[config.mk]
export PLATFORM = sky130hd
export DESIGN_NAME = ps2_rx_fifo
export DESIGN_NICKNAME = d
export VERILOG_FILES = /design/src/rtl/ps2_pkg.sv /design/src/rtl/ps2_clk_filter.sv /design/src/rtl/ps2_rx_fifo.sv
export SDC_FILE = /design/constraint.sdc
export NUM_CORES = 1
export LEC_CHECK = 0
export ABC_AREA = 1
export CAP_MARGIN = 20
export CORE_ASPECT_RATIO = 1.5
export CORE_MARGIN = 5
export CORE_UTILIZATION = 45
export CTS_CLUSTER_SIZE = 24
export DETAILED_ROUTE_END_ITERATION = 8
export SYNTH_ARGS = -nofsm -noshare
export SYNTH_HDL_FRONTEND = slang
export SYNTH_SLANG_ARGS = --single-unit
[constraint.sdc]
create_clock -name clk -period 2.7 [get_ports clk]
set_input_delay 0.27 -clock clk [delete_from_list [all_inputs] [get_ports clk]]
set_output_delay 0.27 -clock clk [all_outputs]
set_load 0.01 [all_outputs]
[src/rtl/ps2_pkg.sv]
// Shared definitions for the PS/2 receive path: frame geometry, FSM states
// and the odd-parity rule used when a frame is accepted.
package ps2_pkg;

   localparam int PS2_DATA_BITS  = 8;
   localparam int PS2_FRAME_BITS = 11;

   typedef enum logic [1:0] {
      IDLE,
      DATA,
      PARITY,
      STOP
   } ps2_state_t;

   // A PS/2 frame is valid when data plus parity bit carry an odd number of ones.
   function automatic logic odd_parity_ok(input logic [PS2_DATA_BITS-1:0] data,
                                          input logic                     p);
      return ^{data, p};
   endfunction

endpackage

[src/rtl/ps2_clk_filter.sv]
// Brings ps2c/ps2d into the clk domain and debounces ps2c: the filtered level
// only changes after FILTER_LEN identical samples; fall_tick marks each 1->0.
module ps2_clk_filter #(
   parameter int FILTER_LEN = 8
) (
   input  logic clk,
   input  logic reset,
   input  logic ps2c,
   input  logic ps2d,
   output logic data_sync,
   output logic fall_tick
);

   logic                  c_meta;
   logic                  c_sync;
   logic                  d_meta;
   logic                  clk_filt;
   logic [FILTER_LEN-1:0] window;

   // NOTE: every flop below uses <= so all stages shift together on the same edge.
   always_ff @(posedge clk or posedge reset) begin
      if (reset) begin
         c_meta    <= 1'b1;
         c_sync    <= 1'b1;
         d_meta    <= 1'b1;
         data_sync <= 1'b1;
         window    <= '1;
         clk_filt  <= 1'b1;
         fall_tick <= 1'b0;
      end else begin
         c_meta    <= ps2c;
         c_sync    <= c_meta;
         d_meta    <= ps2d;
         data_sync <= d_meta;
         window    <= {window[FILTER_LEN-2:0], c_sync};
         fall_tick <= 1'b0;
         if (&window) begin
            clk_filt <= 1'b1;
         end else if (~|window) begin
            clk_filt  <= 1'b0;
            fall_tick <= clk_filt;
         end
      end
   end

endmodule

[src/rtl/ps2_rx_fifo.sv]
// PS/2 keyboard receiver with parity/stop checking, a stalled-frame watchdog
// and a first-word-fall-through FIFO feeding the processor input port.
module ps2_rx_fifo
   import ps2_pkg::*;
#(
   parameter int FILTER_LEN   = 8,
   parameter int FIFO_DEPTH   = 4,
   parameter int TIMEOUT_CYC  = 5000,
   parameter int CHECK_PARITY = 1
) (
   input  logic                          clk,
   input  logic                          reset,
   input  logic                          ps2d,
   input  logic                          ps2c,
   input  logic                          rx_en,
   input  logic                          rd_en,
   output logic [7:0]                    rx_data,
   output logic                          rx_valid,
   output logic                          rx_done_tick,
   output logic                          parity_err,
   output logic                          frame_err,
   output logic                          overflow,
   output logic [$clog2(FIFO_DEPTH):0]   fifo_count
);

   localparam int              AW         = $clog2(FIFO_DEPTH);
   localparam int              TW         = $clog2(TIMEOUT_CYC + 1);
   localparam logic [TW-1:0]   TIMER_LAST = TW'(TIMEOUT_CYC - 1);
   localparam logic [2:0]      LAST_BIT   = 3'(PS2_DATA_BITS - 1);

   logic d;
   logic fall_tick;

   ps2_clk_filter #(
      .FILTER_LEN (FILTER_LEN)
   ) u_filter (
      .clk       (clk),
      .reset     (reset),
      .ps2c      (ps2c),
      .ps2d      (ps2d),
      .data_sync (d),
      .fall_tick (fall_tick)
   );

   // ---------------- frame FSM ----------------
   ps2_state_t                  state, state_next;
   logic [2:0]                  bit_cnt, bit_cnt_next;
   logic [PS2_DATA_BITS-1:0]    shreg, shreg_next;
   logic                        par_bit, par_bit_next;
   logic [TW-1:0]               timer, timer_next;
   logic                        good, perr_next, ferr_next;
   logic                        wr_pend;
   logic [PS2_DATA_BITS-1:0]    wr_byte;

   // NOTE: defaults first so no path through this block can infer a latch.
   always_comb begin
      state_next   = state;
      bit_cnt_next = bit_cnt;
      shreg_next   = shreg;
      par_bit_next = par_bit;
      timer_next   = timer;
      good         = 1'b0;
      perr_next    = 1'b0;
      ferr_next    = 1'b0;

      if (state != IDLE) timer_next = timer + TW'(1);

      // The watchdog wins over an edge landing in the same cycle.
      if (state != IDLE && timer == TIMER_LAST) begin
         state_next = IDLE;
         timer_next = '0;
         ferr_next  = 1'b1;
      end else if (fall_tick) begin
         timer_next = '0;
         case (state)
            IDLE: begin
               if (rx_en && !d) begin
                  state_next   = DATA;
                  bit_cnt_next = '0;
               end
            end
            DATA: begin
               shreg_next   = {d, shreg[PS2_DATA_BITS-1:1]};
               bit_cnt_next = bit_cnt + 3'd1;
               if (bit_cnt == LAST_BIT) state_next = PARITY;
            end
            PARITY: begin
               par_bit_next = d;
               state_next   = STOP;
            end
            STOP: begin
               state_next = IDLE;
               if (!d)
                  ferr_next = 1'b1;
               else if (CHECK_PARITY != 0 && !odd_parity_ok(shreg, par_bit))
                  perr_next = 1'b1;
               else
                  good = 1'b1;
            end
            default: state_next = IDLE;
         endcase
      end
   end

   always_ff @(posedge clk or posedge reset) begin
      if (reset) begin
         state      <= IDLE;
         bit_cnt    <= '0;
         shreg      <= '0;
         par_bit    <= 1'b0;
         timer      <= '0;
         wr_pend    <= 1'b0;
         wr_byte    <= '0;
         parity_err <= 1'b0;
         frame_err  <= 1'b0;
      end else begin
         state      <= state_next;
         bit_cnt    <= bit_cnt_next;
         shreg      <= shreg_next;
         par_bit    <= par_bit_next;
         timer      <= timer_next;
         wr_pend    <= good;
         parity_err <= perr_next;
         frame_err  <= ferr_next;
         if (good) wr_byte <= shreg;
      end
   end

   // ---------------- receive FIFO ----------------
   logic [PS2_DATA_BITS-1:0] mem [FIFO_DEPTH];
   logic [AW:0]              wr_ptr, rd_ptr;
   logic                     empty, full, pop, push;

   assign empty = (wr_ptr == rd_ptr);
   assign full  = (wr_ptr[AW] != rd_ptr[AW]) && (wr_ptr[AW-1:0] == rd_ptr[AW-1:0]);
   assign pop   = rd_en && !empty;
   // A pop in the same cycle frees the slot the pending byte needs.
   assign push  = wr_pend && (!full || pop);

   always_ff @(posedge clk or posedge reset) begin
      if (reset) begin
         wr_ptr       <= '0;
         rd_ptr       <= '0;
         rx_done_tick <= 1'b0;
         overflow     <= 1'b0;
      end else begin
         if (push) wr_ptr <= wr_ptr + (AW+1)'(1);
         if (pop)  rd_ptr <= rd_ptr + (AW+1)'(1);
         rx_done_tick <= push;
         overflow     <= wr_pend && !push;
      end
   end

   // NOTE: storage has no reset; the pointers alone define which entries are live.
   always_ff @(posedge clk) begin
      if (push) mem[wr_ptr[AW-1:0]] <= wr_byte;
   end

   assign rx_valid   = !empty;
   assign fifo_count = wr_ptr - rd_ptr;
   assign rx_data    = empty ? '0 : mem[rd_ptr[AW-1:0]];

endmodule

### Word level (Yosys, flattened, before mapping)

Memories as Yosys holds them, arrays and structs flattened.
Cells that the tools add are included.

| word-level totals | value |
|---|---|
| flip-flop bits (word level) | 60 |
| memory bits (writable) | 32 |
| logic and storage cells | 93 |
| output and inout port bits | 16 |
| memories kept | 1 |
| input port bits | 6 |

Memory list:

| name | words | width | rd ports | clocked after memory_dff | write ports | line | text |
|---|---|---|---|---|---|---|---|
| mem | 4 | 8 | 1 | 0 | 1 | ps2_rx_fifo.sv:130 | `logic [PS2_DATA_BITS-1:0] mem [FIFO_DEPTH];` |

| operators by class | value |
|---|---|
| muxes and demuxes | 31 |
| reductions and logical operators | 23 |
| eq/ne operators | 12 |
| bitwise gates (word level) | 1 |
| add/sub/neg operators | 5 |

Operators with widths:

| kind | number |
|---|---|
| $mux 13 | 3 |
| $mux 1 | 20 |
| $add 13x1->13 const B | 1 |
| $eq 13x13->1 const B | 1 |
| $add 3x1->3 const B | 3 |
| $reduce_and 3->1 | 3 |
| $reduce_xor 9->1 | 1 |
| $mux 2 | 4 |
| $mux 8 | 1 |
| $pmux 2 s4 | 1 |
| $reduce_and 8->1 | 1 |
| $reduce_or 8->1 | 1 |
| $logic_and 1x1->1 | 6 |
| $ne 3x3->1 const B | 2 |
| $pmux 3 s2 | 1 |
| $reduce_bool 2->1 | 3 |
| $eq 2x2->1 const B | 2 |
| $logic_not 1->1 | 4 |
| $reduce_and 4->1 | 1 |
| $eq 3x3->1 | 1 |
| $eq 3x3->1 const B | 1 |
| $mux 3 | 1 |
| $reduce_bool 3->1 | 1 |
| $sub 3x3->3 | 1 |
| 8 further kinds | 8 |

### Longest topological paths before layout

Gate-level depths: netlist of run 1.

| depth | value |
|---|---|
| depth after elaboration | 7 |
| gate-level depth with buffers | 11 |
| depth with buffers taken out | 11 |

### Cells and area by module

A second synthesis of run 1 with hierarchy kept.

| unflattened totals | value |
|---|---|
| cell total of the unflattened synthesis | 444 |
| area total of the unflattened synthesis | 4192.8 um^2 |

Modules (own cells, without submodules):

| module | area an instance (um^2) | times used | cells each |
|---|---|---|---|
| ps2_rx_fifo | 3743.6 | 1 | 411 |
| ps2_clk_filter | 449.2 | 1 | 33 |

### Worst setup path after synthesis of run 1

OpenSTA, ideal clock, no wires.

| timing | value |
|---|---|
| path kind | reg2reg |
| from | register rd_ptr[1] |
| to | memory mem[3][0] (enable) |
| buffers on the path | 1 |
| setup time | 375 ps |
| data arrival time | 1757 ps |
| path slack | 568 ps |
| cell stages (with the launch flop) | 9 |
| clock period less this slack | 2132 ps |
| path through | dfrtp_1 > clkbuf_1 > inv_2 > ha_1 > nand2_1 > nor2_1 > nand2_1 > nand2_2 > nor2_1 |

| between the ends | value |
|---|---|
| word-level cells in the longest chain between the ends | 7 |
| elaborated cells on any way between the ends | 10 |
| those cells by class | 2 x eq/ne; 2 x mux; 6 x reduce/logical |

Ends and longest elaborated chain:

| what | line | text |
|---|---|---|
| from (decl) | ps2_rx_fifo.sv:131 | `logic [AW:0] wr_ptr, rd_ptr;` |
| from (signal assigned) | ps2_rx_fifo.sv:148 | `if (pop) rd_ptr <= rd_ptr + (AW+1)'(1);` |
| $eq 3x3->1 or $eq 2x2->1 (tied branches) | ps2_rx_fifo.sv:134, ps2_rx_fifo.sv:135 |  |
| $logic_not 1->1 or $logic_and 1x1->1 (tied branches) | ps2_rx_fifo.sv:136, ps2_rx_fifo.sv:135 |  |
| $logic_and 1x1->1 or $logic_not 1->1 (tied branches) | ps2_rx_fifo.sv:136, ps2_rx_fifo.sv:138 |  |
| $logic_or 1x1->1 (*) | ps2_rx_fifo.sv:138 | `assign push = wr_pend && (!full \|\| pop);` |
| $logic_and 1x1->1 (*) | ps2_rx_fifo.sv:138 |  |
| $mux 1 (*) | ps2_rx_fifo.sv:156 | `if (push) mem[wr_ptr[AW-1:0]] <= wr_byte;` |
| $mux 1 (not written as such) (*) | ps2_rx_fifo.sv:156 |  |
| to (decl) | ps2_rx_fifo.sv:130 |  |

Mark *: on every way between the ends. The rest lies on a longest branch, timed or not.

### Worst setup path in the final report of run 1

| timing | value |
|---|---|
| from | register wr_ptr[0] |
| to | output port rx_data[7] |

| between the ends | value |
|---|---|
| word-level cells in the longest chain between the ends | 2 |

Ends and longest elaborated chain:

| what | line | text |
|---|---|---|
| from (decl) | ps2_rx_fifo.sv:131 |  |
| from (signal assigned) | ps2_rx_fifo.sv:147 | `if (push) wr_ptr <= wr_ptr + (AW+1)'(1);` |
| $eq 3x3->1 | ps2_rx_fifo.sv:134 | `assign empty = (wr_ptr == rd_ptr);` |
| $mux 8 | ps2_rx_fifo.sv:161 | `assign rx_data = empty ? '0 : mem[rd_ptr[AW-1:0]];` |
| to (decl) | ps2_rx_fifo.sv:17 | `output logic [7:0] rx_data,` |

No other way between the ends.

==> flow_summary_export.csv, run 1 <==
group,metric,value,unit
setup_path,cp-startpoint,"wr_ptr[0]",
setup_path,cp_cell_sequence,"inv_1 > ha_1 > nand2_1 > inv_1 > nand3_1 > inv_2 > a21oi_1 > clkdlybuf4s50_1",
cts,htree_num_levels,3,
die,start_util,45.8,%
routing,drc,0,
die,die_h,129,µm
synth,ys_seq_elements,92,
cts,post_cts_resized,0,
setup_path,cp-endpoint,"rx_data[7]",
setup_path,worst_path_largest_cell_delay,0.55,ns
place,post-dp-hpwl,5560,µm
final_layout,fin_area,4930,µm²
sta,rsz0062_at_grt,"no",
sta,hold_violations,0,
worst_hold_path,holdCritPathClass,"primary input to async pin",
routing,drt-wirelength-per-cell,13.5,µm
routing,drt-initial-drc-count,81,
sta,tightest_slew,0.449,ns
setup_path,cpMaxStageDelayCell,"clkdlybuf4s50_1",
setup_path,required,2.43,ns
final_layout,drive_above_1_share,15.2,%
setup_path,critPathMaxFanout,8,
cts,clk_latency,0.34,ns
setup_path,worst-path-buf-inv,4,
routing,drt-total-wl,7720,µm
pwr,internal_power,0.00260,W
cts,cts.clk_slew.worst_paths,0.07,ns
setup_path,rrSetupSlack,0.91,ns
place,numPortBuffers,21,
pwr,p_leak,2.26,nW
cts,clk_path_buf_depth,2,
setup_path,endpoint_kind,"primary output",
synth,synth-main-ff-cell,"dfrtp_1",
global_route,grt.total_usage,15.0,%
cts,cts_root_buffer,"clkbuf_16",
sta,min_period,2.51,ns
place,pre_cts_ws,0.459,ns
sta,fin_tns_setup,0,ns
sta,setup_viol,0,
synth,synth_cell_types,38,
synth,async_reset_ff_share,65.2,%
synth,syn_nets,443,
sta,fmax,399,MHz
routing,vias,2835,
setup_path,worst-r2r-cell-count,8,
sta,period_share,92.8,%
cts,tritoncts,"built",
die,die_area,11500,µm²
sta,setup_slack,0.194,ns
place,placed_area,4620,µm²
global_route,grt_pass1_wl,13300,µm
cts,ctsHoldBuffers,0,
synth,synth_cells,422,
final_layout,n_antenna_cell,0,
setup_path,rr_endpoint,"mem[3][5]",
global_route,antenna_found_initial,0,
global_route,grt.overflow.total,0,
global_route,grt_pass1_vias,2888,
setup_path,crit_type,"flop to primary output",
final_layout,finalNetCount,477,
place,place_congestion,0.841,
synth,synth_area_per_cell,10.0,µm²
routing,firstDrtPassIters,4,
setup_path,worst-path-stages,8,
setup_path,cp_top_family,"buffers and inverters",
cts,cts_sinks,92,
setup_path,crit_arrival,2.24,ns
die,rows,43,
pwr,cellPowerDensity,734,nW/µm²
pwr,combPwrFrac,22.9,%
routing,ant_nets,0,
synth,synth_edf_count,32,
outcome,status,"completed",
sta,relSlewSlack,70.1,%
synth,synth_warnings,0,
die,coreArea,9250,µm²
pwr,max-vdd-ir-drop,529,µV
setup_path,worst_r2r_startpoint,"wr_ptr[0]",
sta,fin_skew,0.00735,ns
sta,maxSlewViolCount,0,
pwr,seq_power_share,41.5,%
synth,syn-cell-area,4240,µm²
cts,cts_made_buffers,9,
die,ios,22,
synth,seq_area_frac_synth,58.5,%
final_layout,syn_to_final_growth,16.2,%
global_route,grt_max_degree,61,
setup_path,cpMostUsedCell,"inv_1",
die,die_width,89.2,µm
routing,via_per_inst,4.95,
job,drv_cap,0,
pwr,p_clk_share,35.6,%
pwr,switching_share,28.0,%
setup_path,critPathLaunchType,"flop",
pwr,p_switching,0.00101,W
cts,postCtsSetupBuffers,0,
-- worst reg2reg max path, stage by stage, from the launching register on --
cell and delay [ns]:
dfrtp_1 0.40, inv_1 0.15, ha_1 0.27, nand2_1 0.09
nor2_1 0.04, nand2_1 0.10, nand2_2 0.11, nor2_1 0.12
buf_4 0.22
-- state kept, by name, indices dropped and copies added (netlist names), 2 cells and up --
signal and count:
rd_ptr 3, state 2, timer 13, wr_ptr 3
shreg 8, wr_byte 8, u_filter.window 8, bit_cnt 3
mem 32
-- Yosys cell counts, types with 3 or more instances --
| master | instances | area share, % |
|---|---|---|
| a21oi_1 | 13 | 1.5 |
| dfrtp_1 | 47 | 28 |
| dfstp_2 | 13 | 8.1 |
| edfxtp_1 | 32 | 23 |
| ha_1 | 14 | 4.1 |
| inv_1 | 40 | 3.5 |
| inv_2 | 5 | 0.44 |
| nand2_1 | 92 | 8.1 |
| nand2_2 | 4 | 0.59 |
| nand3_1 | 24 | 2.8 |
| nand4_1 | 3 | 0.44 |
| nor2_1 | 51 | 4.5 |
| nor2_4 | 3 | 0.80 |
| nor3_1 | 6 | 0.71 |
| nor4_1 | 3 | 0.44 |
| o21ai_0 | 26 | 3.1 |
| o21ai_1 | 3 | 0.35 |
| o21ai_2 | 8 | 1.7 |
| xor2_1 | 10 | 2.1 |
-- layout by cell type (no fill, tap or decap), drive strengths merged, types with 2 or more instances in the layout --
cell type,Yosys,final
nand2,99,99
nor2,57,57
inv,46,48
dfrtp,47,47
o21ai,37,37
edfxtp,32,32
nand3,26,26
clkdlybuf4s50,0,21
ha,14,14
a21oi,13,13
dfstp,13,13
xor2,10,10
clkbuf,2,9
buf,3,7
nor3,6,6
nand4,4,4
nor4,3,3
clkinv,1,3
nor3b,2,2
o22ai,2,2
clkinvlp,0,2
-- worst min path at each step --
stage | slack, ns | to | start
2_1_floorplan | 0.27 | u_filter.c_meta | ps2c
3_3_place_gp | 0.35 | u_filter.window[0] | u_filter.c_sync
3_5_place_dp | 0.35 | u_filter.data_sync | u_filter.d_meta
4_1_cts | 0.31 | wr_byte[5] | reset
5_1_grt | 0.32 | u_filter.d_meta | ps2d
6_report | 0.31 | wr_byte[5] | reset
-- per-stage QoR --
| stage | hold slack, ns | total power, W | cells | utilization [%] |
|---|---|---|---|---|
| after floorplan | 0.274 | 0.00200 | 422 | - |
| after global placement | 0.348 | 0.00236 | 557 | 49.9 |
| after detailed placement | 0.348 | 0.00237 | 557 | 49.9 |
| after CTS | 0.315 | 0.00367 | 573 | 53.2 |
| after global routing | 0.319 | 0.00383 | 573 | 53.2 |
| final | 0.310 | 0.00362 | 573 | 53.2 |
-- power groups by stage --
stage	clock network, W	logic [W]	registers (W)
after global placement	0	0.000832	0.00153
after detailed placement	0	0.000847	0.00153
after global routing	0.00138	0.000947	0.00150
final	0.00129	0.000830	0.00150
after CTS	0.00132	0.000850	0.00150
after floorplan	0	0.000477	0.00153
-- layer usage --
metal / GRT usage [%] / share of wire [%] / vias to the layer above / wire [µm]
li1: - / - / 1447 / -
met1: 16.7 / 40 / 1336 / 3110
met2: 26.7 / 55 / 41 / 4210
met3: 2.95 / 2.9 / 11 / 227
met4: 7.27 / 2.3 / 0 / 174
met5: 0 / 0 / - / 0
-- cell type report --
class,instances,area [µm²]
Clock buffer,9,225
Multi-Input combinational cell,278,1540
Sequential cell,92,2480
Inverter,47,180
Timing Repair Buffer,28,275
Fill cell,846,4330
Clock inverter,7,85.1
Tap cell,112,140
-- kinds of logic after synthesis --
logic type,share of synthesized area (%)
compound gates,7.47
simple gates,22.2
xor+xnor,2.07
buf+inv,5.14
flops,58.5
fa+ha+maj,4.61
Power figures use the tool's default switching activity.
==> inputs of run 2 (changes only) <==
CORE_UTILIZATION = 25   (was 45)
==> run 2 against run 1 <==
Fmax decreased by 2.0%. First-iteration DRC count increased by 91%. Clock skew about the same. Die area increased by 71%. Sequential share of layout area decreased by 0.94 points. Global-route usage decreased by 6.2 points. Power decreased by 1.8%. Final cell count increased by 17%. Critical path type unchanged.
==> flow_summary_export.csv, run 2 (synthesis gave the netlist of run 1 again) <==
group,metric,value,unit
job,drv_cap,0,
place,post-dp-hpwl,5700,µm
worst_hold_path,holdCritPathClass,"primary input to flop",
pwr,switching_share,29.5,%
routing,via_per_inst,4.30,
die,die_h,169,µm
die,coreArea,16700,µm²
routing,firstDrtPassIters,4,
die,die_area,19700,µm²
die,die_width,116,µm
routing,drt-total-wl,7690,µm
setup_path,critPathMaxFanout,8,
sta,fin_skew,0.00730,ns
pwr,cellPowerDensity,707,nW/µm²
cts,clk_path_buf_depth,2,
die,start_util,25.4,%
setup_path,required,2.43,ns
pwr,max-vdd-ir-drop,492,µV
outcome,status,"completed",
final_layout,layout_commonest_cell,"nand2_1",
cts,ctsHoldBuffers,0,
final_layout,stdcell_count,671,
sta,setup_viol,0,
cts,cts.clk_slew.worst_paths,0.07,ns
global_route,grt_pass1_vias,3003,
pwr,seq_power_share,42.2,%
place,place_congestion,0.842,
sta,relSlewSlack,49.9,%
pwr,combPwrFrac,23.1,%
pwr,p_switching,0.00105,W
routing,drc,0,
setup_path,critPathLaunchType,"flop",
cts,clk_latency,0.34,ns
routing,drt-wirelength-per-cell,11.5,µm
cts,post_cts_resized,1,
place,dpl.cell_count,655,
final_layout,drive_above_1_share,15.2,%
die,ios,22,
setup_path,endpoint_kind,"primary output",
cts,cts_root_buffer,"clkbuf_16",
final_layout,n_antenna_cell,0,
cts,htree_num_levels,3,
sta,fmax,391,MHz
final_layout,finalNetCount,477,
sta,fin_tns_setup,0,ns
routing,ant_nets,0,
final_layout,syn_to_final_growth,18.5,%
global_route,antenna_found_initial,0,
pwr,p_clk_share,34.6,%
sta,period_share,94.7,%
setup_path,crit_type,"flop to primary output",
global_route,grt_pass1_wl,14000,µm
cts,postCtsSetupBuffers,0,
global_route,grt_max_degree,61,
sta,rsz0062_at_grt,"no",
routing,drt-initial-drc-count,155,
final_layout,largest_reg_flops,32,
sta,tightest_slew,0.752,ns
worst_hold_path,whs_path_depth,1,
global_route,grt.total_usage,8.80,%
sta,maxSlewViolCount,0,
place,numPortBuffers,21,
cts,cts_made_buffers,9,
setup_path,worst-r2r-cell-count,8,
cts,cts_sinks,92,
cts,tritoncts,"built",
setup_path,crit_arrival,2.29,ns
sta,min_period,2.56,ns
final_layout,most-common-layout-cells,"nand2_1 (92), nor2_1 (51), dfrtp_1 (47), inv_1 (38), edfxtp_1 (32)",
pwr,internal_power,0.00250,W
die,rows,58,
routing,vias,2886,
sta,hold_violations,0,
pwr,p_leak,2.27,nW
global_route,grt.overflow.total,0,
## run 2: through the flow
step	setup WS [ns]	total power (W)	hold slack [ns]	util, %	area (µm²)
floorplan	0.568	0.00200	0.274	-	4240
global placement	0.434	0.00238	0.346	28.3	4730
detailed placement	0.381	0.00238	0.347	28.3	4730
CTS	0.0456	0.00361	0.324	30.0	5010
global route	0.00374	0.00377	0.324	30.1	5020
finish	0.143	0.00355	0.334	30.1	5020
## run 2: layer usage
layer | up-vias | routed length [µm] | track usage [%]
li1 | 1445 | - | -
met1 | 1392 | 3110 | 9.57
met2 | 36 | 4220 | 16.0
met3 | 13 | 202 | 1.61
met4 | 0 | 162 | 4.44
met5 | - | 0 | 0
## run 2: final timing paths
| kind | slack [ns] | end | startpoint |
|---|---|---|---|
| min reg2reg | 0.36 | u_filter.window[0] | u_filter.c_sync |
| max | 0.14 | rx_data[2] | wr_ptr[0] |
| min in group asynchronous | 0.47 | timer[0] | reset |
| max in group asynchronous | 1.74 | wr_ptr[1] | reset |
| max reg2reg | 0.92 | mem[3][7] | wr_ptr[0] |
| min | 0.33 | u_filter.d_meta | ps2d |
## run 2: power groups by stage
stage | clock [W] | sequential (W) | combinational [W]
after global placement | 0 | 0.00153 | 0.000853
after detailed placement | 0 | 0.00153 | 0.000856
after floorplan | 0 | 0.00153 | 0.000477
after global routing | 0.00132 | 0.00151 | 0.000942
after CTS | 0.00125 | 0.00150 | 0.000853
final | 0.00123 | 0.00150 | 0.000822
## run 2: final cells by class
cell class	count	area, µm²
Clock buffer	9	225
Clock inverter	7	65.1
Fill cell	1766	11700
Inverter	47	180
Multi-Input combinational cell	278	1540
Sequential cell	92	2480
Tap cell	210	263
Timing Repair Buffer	28	267
## run 2: worst max-delay path, cell delays in order (launching register included)
cell and delay [ns]:
dfrtp_1 0.41, inv_1 0.15, ha_1 0.27, nand2_1 0.10, inv_1 0.05, nand3_1 0.15, inv_2 0.12, a21oi_1 0.15
clkdlybuf4s50_1 0.55
==> inputs of run 3 (changes only) <==
==> constraint.sdc (replaced) <==
create_clock -name clk -period 2.7 [get_ports clk]
set_input_delay 0.675 -clock clk [delete_from_list [all_inputs] [get_ports clk]]
set_output_delay 0.675 -clock clk [all_outputs]
set_load 0.01 [all_outputs]
==> run 3 against run 2 <==
Sequential power about the same. Worst hold slack gained 0.023 ns. Combinational power fell by 4.1%. Wire length rose by 0.81%. Largest power group unchanged.
==> flow_summary_export.csv, run 3 (synthesis gave the netlist of run 1 again) <==
group,metric,value,unit
routing,drt-initial-drc-count,114,
sta,fin_tns_setup,0,ns
sta,maxSlewViolCount,0,
die,die_area,19700,µm²
setup_path,rrSetupSlack,0.98,ns
global_route,grt.overflow.total,0,
cts,postCtsSetupBuffers,0,
pwr,p_clk_share,34.4,%
worst_hold_path,whs_path_depth,0,
sta,fmax,392,MHz
final_layout,n_fill_cell,1731,
die,ios,22,
cts,clk_path_buf_depth,2,
pwr,cellPowerDensity,690,nW/µm²
job,drv_cap,0,
worst_hold_path,min_to,"u_filter.c_sync",
setup_path,endpoint_kind,"primary output",
setup_path,crit_type,"flop to primary output",
die,start_util,25.4,%
setup_path,critPathLaunchType,"flop",
sta,setup_viol,0,
pwr,p_leak,2.30,nW
die,coreArea,16700,µm²
place,numPortBuffers,21,
sta,fin_skew,0.00823,ns
pwr,seq_power_share,43.0,%
place,post-dp-hpwl,5860,µm
pwr,max-vdd-ir-drop,410,µV
sta,holdWs,0.357,ns
sta,tightest_slew,0.496,ns
sta,relSlewSlack,66.9,%
setup_path,required,2.03,ns
final_layout,most-common-layout-cells,"nand2_1 (92), nor2_1 (51), dfrtp_1 (47), inv_1 (38), edfxtp_1 (32)",
routing,via_per_inst,4.25,
cts,clk_latency,0.34,ns
cts,htree_num_levels,3,
global_route,antenna_found_initial,0,
cts,cts_sinks,92,
final_layout,drive_above_1_share,16.1,%
outcome,status,"completed",
final_layout,syn_to_final_growth,19.3,%
global_route,grt_pass1_vias,3010,
setup_path,worst_r2r_startpoint,"state[0]",
sta,rsz0062_at_grt,"no",
global_route,grt.total_usage,8.62,%
pwr,combPwrFrac,22.6,%
pwr,p_switching,0.00102,W
final_layout,n_antenna_cell,0,
pwr,internal_power,0.00246,W
routing,firstDrtPassIters,5,
setup_path,rr_endpoint,"wr_byte[4]",
global_route,grt_max_degree,27,
global_route,grt_pass1_wl,13700,µm
setup_path,worst-r2r-cell-count,11,
final_layout,largest_reg_flops,32,
die,rows,58,
final_layout,finalNetCount,482,
cts,cts.clk_slew.worst_paths,0.07,ns
setup_path,crit_arrival,1.88,ns
worst_hold_path,min-delay-start,"u_filter.c_meta",
die,die_width,116,µm
place,place_congestion,0.824,
cts,cts_root_buffer,"clkbuf_16",
cts,tritoncts,"built",
routing,drc,0,
sta,min_period,2.55,ns
final_layout,layout_commonest_cell,"nand2_1",
die,die_h,169,µm
sta,period_share,94.6,%
cts,cts_made_buffers,9,
worst_hold_path,holdCritPathClass,"flop to flop",
routing,vias,2871,
routing,ant_nets,0,
setup_path,critPathMaxFanout,8,
routing,drt-wirelength-per-cell,11.5,µm
routing,drt-total-wl,7750,µm
pwr,switching_share,29.3,%
sta,hold_violations,0,
-- run 3: cell count changes in the layout (fill, tap and decap cells not counted), sizes merged --
| cell | before | now |
|---|---|---|
| inv | 51 | 50 |
| dlymetal6s2s | 2 | 0 |
| clkdlybuf4s15 | 0 | 1 |
| clkdlybuf4s50 | 18 | 10 |
| dlygate4sd2 | 1 | 10 |
| clkinv | 2 | 3 |
| buf | 7 | 12 |
-- run 3: per-stage QoR --
step           setup WS (ns)  total power [W]  utilization [%]  instances  cell area (µm²)
4_1_cts               0.0551          0.00355             30.3        676             5050
2_1_floorplan          0.337          0.00200                -        422             4240
3_5_place_dp          0.0912          0.00242             28.6        660             4780
5_1_grt            0.0000338          0.00369             30.3        676             5050
3_3_place_gp           0.154          0.00241             28.6        660             4780
6_report               0.147          0.00349             30.3        676             5050
-- run 3: final cells by class --
| cell class | instances | area (µm²) | area share, % |
|---|---|---|---|
| inverter | 47 | 180 | 3.57 |
| tap | 210 | 263 | 5.20 |
| timing repair buffer | 33 | 300 | 5.94 |
| clock inverter | 7 | 65.1 | 1.29 |
| sequential | 92 | 2480 | 49.0 |
| multi-input combinational | 278 | 1540 | 30.5 |
| clock buffer | 9 | 225 | 4.46 |
-- run 3: routing by layer --
layer | vias to the layer above | part of all wire (%) | wire length (µm) | global-route usage [%]
met4 | 0 | 1.8 | 140 | 3.94
met2 | 33 | 56 | 4350 | 15.6
met5 | - | 0 | 0 | 0
li1 | 1459 | - | - | -
met3 | 10 | 3.5 | 271 | 1.82
met1 | 1369 | 39 | 3000 | 9.40
-- run 3: power groups by stage --
stage | registers [W] | clock network (W) | logic (W)
after global placement | 0.00153 | 0 | 0.000886
after CTS | 0.00150 | 0.00124 | 0.000816
after global routing | 0.00150 | 0.00129 | 0.000896
after floorplan | 0.00153 | 0 | 0.000477
final | 0.00150 | 0.00120 | 0.000788
after detailed placement | 0.00153 | 0 | 0.000894
-- run 3: timing repair --
| item | in CTS | in global routing |
|---|---|---|
| setup endpoints to repair | 10 | 1 |
| resized for setup | 12 | 1 |
| endpoints found under the hold margin | 0 | 0 |
| hold buffers | 0 | 0 |
| pin swaps | 0 | 0 |
-- run 3: worst max-delay path by stage --
| stage | cells past startpoint | start | slack, ns | end |
|---|---|---|---|---|
| final | 8 | wr_ptr[0] | 0.15 | rx_data[5] |
| after global routing | 8 | wr_ptr[0] | 0.00003 | rx_data[6] |
| after CTS | 8 | wr_ptr[0] | 0.06 | rx_data[5] |
| after detailed placement | 8 | wr_ptr[0] | 0.09 | rx_data[5] |
| after global placement | 8 | wr_ptr[0] | 0.15 | rx_data[5] |
| after floorplan | 8 | rd_ptr[1] | 0.34 | rx_data[0] |
-- run 3: worst max-delay path: stages, from the launching register on --
cell and delay (ns):
dfrtp_1 0.38, inv_1 0.08, ha_1 0.31, nand2_1 0.09, inv_1 0.04, nand3_1 0.12, inv_2 0.10, a21oi_1 0.15
clkdlybuf4s15_1 0.27
